## src/rtl/sata_cmd_splitter.sv

```systemverilog
// Splits one arbitrary-length sector request into stack commands of at most MAX_CHUNK sectors.
// Optional LBA range check on request acceptance: define SATA_CMD_SPLITTER_RANGE_CHECK_EN.
module sata_cmd_splitter #(
  parameter int MAX_CHUNK = 65536,
  parameter int CW        = 17
) (
  input  logic        clk,
  input  logic        reset,
  input  logic        req_valid,
  input  logic        req_type,
  input  logic [47:0] req_address,
  input  logic [47:0] req_size,
  output logic        req_ready,
  output logic        req_done,
  output logic        req_fault,
  output logic        cmd_valid,
  output logic        cmd_type,
  output logic [47:0] cmd_address,
  output logic [47:0] cmd_size,
  input  logic        cmd_ready,
  input  logic        cmd_fault,
  output logic        stat_busy,
  output logic [31:0] stat_chunks
`ifdef SATA_CMD_SPLITTER_RANGE_CHECK_EN
  ,
  input  logic        info_valid,
  input  logic [47:0] info_max_lba_address
`endif
);

  typedef enum logic [2:0] {IDLE, ISSUE, GAP, WAIT, DONE} state_t;

  localparam logic [47:0] MAX_CHUNK48 = 48'(MAX_CHUNK);

  state_t        state_q, state_d;
  logic          type_q;
  logic [47:0]   addr_q;
  logic [47:0]   rem_q;
  logic [CW-1:0] chunk_q;
  logic [CW-1:0] chunk_d;
  logic [47:0]   chunk_src;
  logic [31:0]   chunks_q;
  logic          fault_q;
  logic          accept;
  logic          xfer;
  logic          reject;

  assign accept = (state_q == IDLE) && req_valid;
  assign xfer   = (state_q == ISSUE) && cmd_ready;

`ifdef SATA_CMD_SPLITTER_RANGE_CHECK_EN
  // 49-bit compare so a request running past the top of the LBA space is rejected, not wrapped.
  logic [48:0] end_lba;
  logic [48:0] lba_limit;
  assign end_lba   = {1'b0, req_address} + {1'b0, req_size};
  assign lba_limit = {1'b0, info_max_lba_address} + 49'd1;
  assign reject    = !info_valid || (end_lba > lba_limit);
`else
  assign reject = 1'b0;
`endif

  // The first chunk comes straight from the request; later ones from what is left.
  assign chunk_src = (state_q == IDLE) ? req_size : rem_q;
  assign chunk_d   = (chunk_src >= MAX_CHUNK48) ? CW'(MAX_CHUNK) : chunk_src[CW-1:0];

  always_ff @(posedge clk or posedge reset) begin
    if (reset) state_q <= IDLE;
    else       state_q <= state_d;
  end

  always_comb begin
    state_d     = state_q;
    req_ready   = 1'b0;
    req_done    = 1'b0;
    req_fault   = 1'b0;
    cmd_valid   = 1'b0;
    stat_busy   = 1'b1;
    cmd_type    = type_q;
    cmd_address = addr_q;
    cmd_size    = 48'(chunk_q);
    stat_chunks = chunks_q;
    case (state_q)
      IDLE: begin
        req_ready = 1'b1;
        stat_busy = 1'b0;
        if (req_valid) begin
          if (reject || req_size == 48'd0) state_d = DONE;
          else                             state_d = ISSUE;
        end
      end
      ISSUE: begin
        cmd_valid = 1'b1;
        if (cmd_ready) state_d = GAP;
      end
      // One dead cycle so a cmd_ready still high from before the transfer is not mistaken for completion.
      GAP: state_d = WAIT;
      WAIT: begin
        if (cmd_ready) begin
          if (cmd_fault || rem_q == 48'd0) state_d = DONE;
          else                             state_d = ISSUE;
        end
      end
      DONE: begin
        req_done  = 1'b1;
        req_fault = fault_q;
        state_d   = IDLE;
      end
      default: state_d = IDLE;
    endcase
  end

  always_ff @(posedge clk or posedge reset) begin
    if (reset) begin
      type_q   <= 1'b0;
      addr_q   <= 48'd0;
      rem_q    <= 48'd0;
      chunk_q  <= '0;
      chunks_q <= 32'd0;
      fault_q  <= 1'b0;
    end else begin
      if (accept) begin
        type_q   <= req_type;
        addr_q   <= req_address;
        rem_q    <= req_size;
        chunks_q <= 32'd0;
        fault_q  <= reject;
      end
      if (state_d == ISSUE) chunk_q <= chunk_d;
      if (xfer) begin
        addr_q <= addr_q + 48'(chunk_q);
        rem_q  <= rem_q - 48'(chunk_q);
        if (chunks_q != 32'hFFFF_FFFF) chunks_q <= chunks_q + 32'd1;
      end
      if (state_q == WAIT && cmd_ready && cmd_fault) fault_q <= 1'b1;
    end
  end

endmodule

```

## config.mk

```make
export PLATFORM = sky130hd
export DESIGN_NAME = sata_cmd_splitter
export DESIGN_NICKNAME = d
export VERILOG_FILES = /design/src/rtl/sata_cmd_splitter.sv
export SDC_FILE = /design/constraint.sdc
export NUM_CORES = 1
export LEC_CHECK = 0
export ABC_AREA = 1
export CAP_MARGIN = 5
export CORE_AREA = 2 2 241 148
export CTS_BUF_LIST = sky130_fd_sc_hd__clkbuf_4
export CTS_CLUSTER_DIAMETER = 50
export CTS_CLUSTER_SIZE = 12
export DETAILED_ROUTE_END_ITERATION = 10
export DIE_AREA = 0 0 243 150
export MAX_ROUTING_LAYER = met4
export PLACE_DENSITY_LB_ADDON = 0.05
export SLEW_MARGIN = 10
export SYNTH_ARGS = -nofsm -noshare
export SYNTH_HDL_FRONTEND = slang
export SYNTH_SLANG_ARGS = --single-unit
```

## constraint.sdc

```tcl
create_clock -name clk -period 9.5 [get_ports clk]
set_input_delay 2.375 -clock clk [delete_from_list [all_inputs] [get_ports clk]]
set_output_delay 2.375 -clock clk [all_outputs]
set_load 0.01 [all_outputs]
```

# ---- Word-level counts from Yosys, hierarchy flattened
# Cells that the tools add are included.
dict set report classes {
  n_addsub 3
  n_lt_le_gt_ge 1
  n_eq_ne 6
  muxes 22
  n_reduce_logical 10
}
# cell count
set ops {}
lappend ops {{2-to-1 mux 48 bit} 5}
lappend ops {{zero test 48 bit} 2}
lappend ops {{2-to-1 mux 32 bit} 3}
lappend ops {{adder 48 x 17 -> 48 bit} 1}
lappend ops {{greater-or-equal comparator 48 x 17 -> 1 bit, second input constant} 1}
lappend ops {{subtractor 48 x 17 -> 48 bit} 1}
lappend ops {{adder 32 x 1 -> 32 bit, second input constant} 1}
lappend ops {{!= test 32 bit, second input constant} 1}
lappend ops {{2-to-1 mux 17 bit} 1}
lappend ops {{2-to-1 mux 3 bit} 5}
lappend ops {{case mux 3 bit (4 select lines)} 1}
lappend ops {{2-to-1 mux 1 bit} 7}
lappend ops {{equality test 3 x 1 -> 1 bit, second input constant} 2}
lappend ops {{equality test 3 x 2 -> 1 bit, second input constant} 2}
lappend ops {{logical AND 1 bit} 4}
lappend ops {{nonzero test 2 bit} 2}
lappend ops {{equality test 3 bit, second input constant} 1}
lappend ops {{zero test 3 bit} 1}
lappend ops {{logical OR 1 bit} 1}
dict set report totals {
  register_bits 150
  in_bits 102
  word_cells 49
}

# ---- Depth between registers and ports, before layout
# Gate-level depths: netlist (run 1).
dict set report depth {
  depth_word 6
  ltp_mapped 16
  depth_no_buf 16
}

# ---- Worst setup path after synthesis (run 1)
# No wires, ideal clock.
dict set report synth_timing {
  kind {input-to-reg}
  startpoint {input port req_size[26]}
  endpoint {register chunk_q[8]}
  setup_ns 0.118
  arrival_time_ns 3.394
  setup_slack_ns 5.988
  cell_stages 11
  path_buffers 1
  cell_sequence {nor2_1 nand2_1 nor2_1 nand2_1 nor2_1 nand2_1 nand3_1 nand3_4 buf_2 nand4_1 nand2_1}
}
dict set report synth_between {
  elab_chain_len 5
}
# element line
set synth_lines {}
lappend synth_lines {{start: declaration} 12} ;# input logic [47:0] req_size,
lappend synth_lines {{branches (longest 5 deep; another with greater-or-equal comparator 48 x 17 -> 1 bit)} --}
lappend synth_lines {{end signal: assignment} 128} ;# if (state_d == ISSUE) chunk_q <= chunk_d;
lappend synth_lines {{end: declaration} 39} ;# logic [CW-1:0] chunk_q;
# Parallel ways; which one is timed is not known.
# A chain may end at the register's enable or synchronous reset.

# ---- Worst setup path in the final report (run 1)
dict set report layout_timing {
  startpoint {input port cmd_ready}
  endpoint {register addr_q[18], in the netlist cmd_address[18]}
}
dict set report layout_between {
  elab_chain_len 2
}
# element line
set layout_lines {}
lappend layout_lines {{start: declaration} 20} ;# input logic cmd_ready,
lappend layout_lines {{logical AND 1 bit (*)} 49} ;# assign xfer = (state_q == ISSUE) && cmd_ready;
lappend layout_lines {{2-to-1 mux 48 bit or nonzero test 2 bit (tied branches)} --}
lappend layout_lines {{end signal: assignment} 123} ;# addr_q <= req_address;
lappend layout_lines {{end signal: assignment} 130} ;# addr_q <= addr_q + 48'(chunk_q);
lappend layout_lines {{end: declaration} 37} ;# logic [47:0] addr_q;
# Every way passes the cells marked *; elsewhere a longest branch is shown, timed or not.

==> impl_metrics.json, run 1 <==
{
  "io_pins": 236,
  "grt_pass1_vias": 13789,
  "synth_cell_types": 49,
  "fillCellCount": 3756,
  "core-area_um2": 34400,
  "synth.most_common_cell": "nand2_1",
  "min_path_cells": 2,
  "via_per_inst": 5.18,
  "max-vdd-ir-drop_v": 0.000127,
  "drt_iter0_drc": 1602,
  "yosysSeqAreaShare_pct": 27.7,
  "antenna_left": 0,
  "place_ws_ns": 3.26,
  "synthesis.area_um2": 13600,
  "layout-drive-gt1-share_pct": 3.64,
  "cts_root_buf": "clkbuf_4",
  "path_max_fanout": 93,
  "die_y_um": 150,
  "outcome": "finished, final reports clean",
  "tns_ns": 0,
  "cts_setup_buffers": 0,
  "p_leak_nw": 7.92,
  "max_freq_mhz": 180,
  "ctsResizeCount": 0,
  "vias": 15254,
  "crit_arrival_ns": 6.06,
  "cts_tree": "built",
  "hold_path_startpoint": "cmd_type$_DFFE_PP0P_",
  "holdCritPathClass": "reg -> reg",
  "clk_latency_ns": 0.64,
  "io_buffers": 204,
  "rsz0062_at_grt": "no",
  "synth_area_per_cell_um2": 5.93,
  "synth_edf_count": 0,
  "cts_buffers": 17,
  "area_growth_pct": 19.4,
  "yosys-top-cells-area": "dfrtp_1 (28%), nand2_1 (23%), inv_1 (8.1%)",
  "initial_utilization_pct": 39.5,
  "timing.reg2reg.setup_slack_ns": 5.09,
  "clkPwrFrac_pct": 11.8,
  "reg2reg_depth": 12,
  "yosysWarnings": 0,
  "synth_largest_area_cell": "dfrtp_1",
  "clock_path_buffers": 2,
  "synth_cells": 2289,
  "synth_seq_cells": 150,
  "routed_wl_um": 55000,
  "die-area_um2": 36500,
  "crit_required_ns": 9.99,
  "worstMarginPinSlew_ns": 1.09,
  "clock_skew_ns": 0.0436,
  "dp.cells": 2910,
  "critPathKind": "in -> reg",
  "synth_top_area_share_pct": 27.7,
  "p_comb_share_pct": 58.5,
  "ys_top_cells_by_count": "nand2_1 (845), inv_1 (291), nor2_1 (273)",
  "finalCritPeriodShare_pct": 58.6,
  "nets": 2601,
  "final_cells": 2943,
  "drv_slew": 0,
  "setup_violations": 0,
  "r2r_end": "cmd_address[18]$_DFFE_PP0P_",
  "cap_violations": 0,
  "path_clk_slew_ns": 0.17,
  "internal_power_mw": 1.98,
  "switching_share_pct": 53.4,
  "die_x_um": 243,
  "setup_slack_ns": 3.93,
  "grt-busiest-layer": "met1",
  "power_mw": 4.25,
  "switchingPower_mw": 2.27,
  "r2r-start": "state_q[2]$_DFF_PP0_",
  "cts.sinks": 150,
  "drc": 0,
  "cts_hold_buf": 0,
  "firstDrtPassIters": 6,
  "dp_hpwl_um": 43000,
  "grtUsageMet3_pct": 6.81,
  "grt_max_degree": 94,
  "cts_max_level": 4,
  "grtUsageTotal_pct": 30.9,
  "min_period_ns": 5.57,
  "grt_use_met1_pct": 45.8,
  "wl_per_cell_um": 18.7,
  "worstSetupStartpointType": "input port",
  "grt-ovfl-total": 0,
  "final_hold_viol_count": 0,
  "cp-end-kind": "flip-flop",
  "num_rows": 53,
  "synth_flop_cell": "dfrtp_1",
  "gp_congestion": 0.990,
  "antenna_found_initial": 1,
  "synthArstFlopShare_pct": 100,
  "max_slew_margin_pct": 27.0,
  "powerDensity_nw_per_um2": 262,
  "p_seq_share_pct": 29.6,
  "grtUsageMet2_pct": 43.1,
  "grt_pass1_wl_um": 83100,
  "hold-path-endpoint": "cmd_type$_DFFE_PP0P_"
}
-- cell usage in the layout (no fill, tap or decap), types with 3 or more instances in the layout --
master / count
o21ai_1: 13
o31ai_1: 5
nand4_1: 60
nand2_2: 5
o221ai_1: 6
xor2_1: 15
xnor2_1: 19
nand3b_1: 8
and2_1: 8
conb_1: 31
clkbuf_4: 17
mux2i_1: 3
or2_2: 3
bufinv_16: 4
nand3_4: 3
nor2_2: 12
nor2_1: 273
nand3_1: 216
inv_2: 6
inv_1: 289
o211ai_1: 15
nor3_1: 46
clkdlybuf4s50_1: 204
clkinv_2: 4
nor3_2: 3
ha_1: 35
o21ai_0: 83
inv_6: 4
nor2_4: 5
buf_4: 10
a21oi_1: 45
dfrtp_1: 150
nand3_2: 3
clkinv_4: 3
nand2_1: 845
-- per-stage QoR --
| stage | hold WS (ns) | utilization (%) | cell area (um2) |
|---|---|---|---|
| final | 0.503 | 47.1 | 16200 |
| after global routing | 0.530 | 47.1 | 16200 |
| after CTS | 0.504 | 47.1 | 16200 |
| after detailed placement | 0.469 | 46.2 | 15900 |
| after global placement | 0.466 | 46.2 | 15900 |
| after floorplan | 0.460 | - | 13700 |
-- routing by layer --
layer / share of wire, % / wire (um) / up-vias
li1: - / - / 7545
met1: 49 / 27000 / 7127
met2: 41 / 22500 / 545
met3: 8.7 / 4770 / 37
met4: 1.2 / 645 / 0
met5: 0 / 0 / -
-- sequential cells by signal, indices dropped and copies added (netlist names) --
| name | count |
|---|---|
| state_q | 3 |
| cmd_address | 48 |
| rem_q | 48 |
| stat_chunks | 32 |
| fault_q | 1 |
| chunk_q | 17 |
| cmd_type | 1 |
-- worst max-delay path, cell delays in order --
cell and delay, ns:
clkdlybuf4s50_1 0.49, inv_1 0.07, nor2_4 0.09, buf_4 0.74, clkinv_2 0.10, buf_4 0.47
nand2_2 0.21, clkinv_2 0.55, buf_4 0.55, nand2_1 0.13, nand2_1 0.05, o21bai_1 0.15
-- final cells by class --
type,instances,area [um2],area share (%)
clock inverters,15,201,1.24
inverters,298,1130,6.96
repair buffers,214,2120,13.1
multi-input cells,1781,8280,51.1
flip-flops and latches,150,3750,23.2
diodes,1,2.50,0.0155
clock buffers,17,128,0.788
well taps,467,584,3.61
-- how the worst max path moves through the flow --
| stage | from | end | slack (ns) |
|---|---|---|---|
| floorplan | reset | chunk_q[0]$_DFFE_PP0N_ | 3.09 |
| global placement | cmd_ready | cmd_address[18]$_DFFE_PP0P_ | 3.39 |
| detailed placement | cmd_ready | cmd_address[18]$_DFFE_PP0P_ | 3.26 |
| CTS | cmd_ready | cmd_address[18]$_DFFE_PP0P_ | 3.97 |
| global route | cmd_ready | cmd_address[18]$_DFFE_PP0P_ | 3.70 |
| finish | cmd_ready | cmd_address[18]$_DFFE_PP0P_ | 3.93 |
-- logic make-up after synthesis --
kind of cell / synth area share [%]
xor+xnor: 2.20
other cells: 0.0276
fa+ha+maj: 3.52
mux: 0.221
buf+inv: 12.2
flops: 27.7
compound gates: 7.54
simple gates: 46.6
-- power by group through the flow --
stage / combinational, mW / sequential (mW) / clock [mW]
global route: 2.77 / 1.29 / 0.537
finish: 2.49 / 1.26 / 0.502
floorplan: 1.59 / 1.18 / 0
global placement: 2.42 / 1.26 / 0
detailed placement: 2.46 / 1.26 / 0
CTS: 2.46 / 1.25 / 0.511
No activity file was read; power rests on OpenSTA's default activity.
==> run 2: changes to the inputs <==
clock period = 4.8 ns   (was 9.5 ns; I/O delays follow)
==> impl_metrics.json, run 2 (synthesis results as in run 1) <==
{
  "outcome": "finished, final reports clean",
  "path_clk_slew_ns": 0.18,
  "nets": 2602,
  "antenna_found_initial": 1,
  "final_cell_mix": "nand2_1 (845), inv_1 (289), nor2_1 (273)",
  "clock_skew_ns": 0.0427,
  "clock_path_buffers": 2,
  "critPathKind": "reg -> out",
  "crit_arrival_ns": 2.55,
  "timing.reg2reg.setup_slack_ns": 1.76,
  "cap_violations": 0,
  "cts_root_buf": "clkbuf_4",
  "cts_setup_buffers": 0,
  "cts_tree": "built",
  "r2r_end": "cmd_address[26]$_DFFE_PP0P_",
  "max_freq_mhz": 267,
  "path_max_fanout": 33,
  "grt-busiest-layer": "met1",
  "area_growth_pct": 19.3,
  "dp_hpwl_um": 43300,
  "cpMaxStageDelayCell": "clkdlybuf4s50_1",
  "grt_use_met1_pct": 46.3,
  "initial_utilization_pct": 39.5,
  "finalCritPeriodShare_pct": 78.0,
  "die_x_um": 243,
  "grtUsageTotal_pct": 31.2,
  "worstMarginPinSlew_ns": 1.11,
  "hold-path-endpoint": "cmd_type$_DFFE_PP0P_",
  "core-area_um2": 34400,
  "grt_pass1_wl_um": 84000,
  "cp-end-kind": "output port",
  "final_common_cell": "nand2_1",
  "holdCritPathClass": "reg -> reg",
  "worstSetupStartpointType": "flip-flop",
  "grtUsageMet2_pct": 43.8,
  "grt_pass1_vias": 14025,
  "drv_slew": 0,
  "antenna_left": 0,
  "die-area_um2": 36500,
  "drc": 0,
  "hold_slack_ns": 0.506,
  "cts_buffers": 17,
  "grtUsageMet3_pct": 6.28,
  "final_hold_viol_count": 0,
  "max_slew_margin_pct": 25.9,
  "ctsResizeCount": 0,
  "cts_max_level": 4,
  "wl_per_cell_um": 18.9,
  "tns_ns": 0,
  "grt-ovfl-total": 0,
  "setup_violations": 0,
  "num_rows": 53,
  "min_period_ns": 3.75,
  "grt_max_degree": 151,
  "vias": 15412,
  "gp_congestion": 0.972,
  "drt_iter0_drc": 1578,
  "cts_hold_buf": 0,
  "reg2reg_depth": 10,
  "die_y_um": 150,
  "via_per_inst": 5.24,
  "max-vdd-ir-drop_v": 0.000297,
  "cts.sinks": 150,
  "r2r-start": "state_q[2]$_DFF_PP0_",
  "io_buffers": 204,
  "routed_wl_um": 55500,
  "cpPeakStageDelay_ns": 0.61,
  "hold_path_startpoint": "cmd_type$_DFFE_PP0P_",
  "power_mw": 8.34,
  "layout-drive-gt1-share_pct": 3.72,
  "io_pins": 236,
  "firstDrtPassIters": 6,
  "clk_latency_ns": 0.67,
  "powerDensity_nw_per_um2": 515,
  "crit_required_ns": 3.60,
  "p_leak_nw": 7.91,
  "rsz0062_at_grt": "no",
  "min_path_cells": 2,
  "crit_chain": "inv_2, nand2_4, buf_4, clkdlybuf4s50_1"
}
run 2: layer usage:
| metal | wire (um) | share of wire (%) | vias up |
|---|---|---|---|
| met5 | 0 | 0 | - |
| met4 | 733 | 1.3 | 0 |
| met3 | 4480 | 8.1 | 44 |
| met2 | 22800 | 41 | 570 |
| met1 | 27500 | 50 | 7244 |
| li1 | - | - | 7554 |
run 2: metrics by stage:
stage                     setup slack [ns]  cell area (um2)  std cells  utilization [%]
after floorplan                       1.71            13700       2319                -
after CTS                             1.05            16200       2943             47.1
after detailed placement              1.36            15900       2911             46.3
after global placement                1.41            15900       2911             46.3
final                                 1.05            16200       2944             47.1
after global routing                 0.958            16200       2944             47.1
run 2: layout make-up:
cell class	instances	area, um2
fill	3740	18200
sequential	150	3750
timing repair buffer	215	2160
clock buffer	18	135
antenna	1	2.50
tap	467	584
clock inverter	14	139
multi-input combinational	1781	8280
inverter	298	1120
run 2: worst max-delay path by stage:
| stage | from | to | slack [ns] | depth (start not counted) |
|---|---|---|---|---|
| 2_1_floorplan | reset | chunk_q[0]$_DFFE_PP0N_ | 1.71 | 1 |
| 5_1_grt | state_q[2]$_DFF_PP0_ | stat_busy | 0.96 | 4 |
| 3_3_place_gp | req_size[29] | chunk_q[10]$_DFFE_PP0N_ | 1.41 | 12 |
| 6_report | state_q[2]$_DFF_PP0_ | stat_busy | 1.05 | 4 |
| 3_5_place_dp | req_size[29] | chunk_q[12]$_DFFE_PP0N_ | 1.36 | 12 |
| 4_1_cts | state_q[2]$_DFF_PP0_ | stat_busy | 1.05 | 4 |
run 2: worst max-delay path, delay by kind of cell, from the launching register on:
kind | cells | cell delay [ns]
flops | 1 | 0.45
buf+inv | 3 | 1.25
simple gates | 1 | 0.16
run 2: power by group:
part / total [mW] / switching (mW) / internal, mW
clock: 0.873 / 0.596 / 0.277
combinational: 4.97 / 3.19 / 1.78
sequential: 2.50 / 0.750 / 1.75
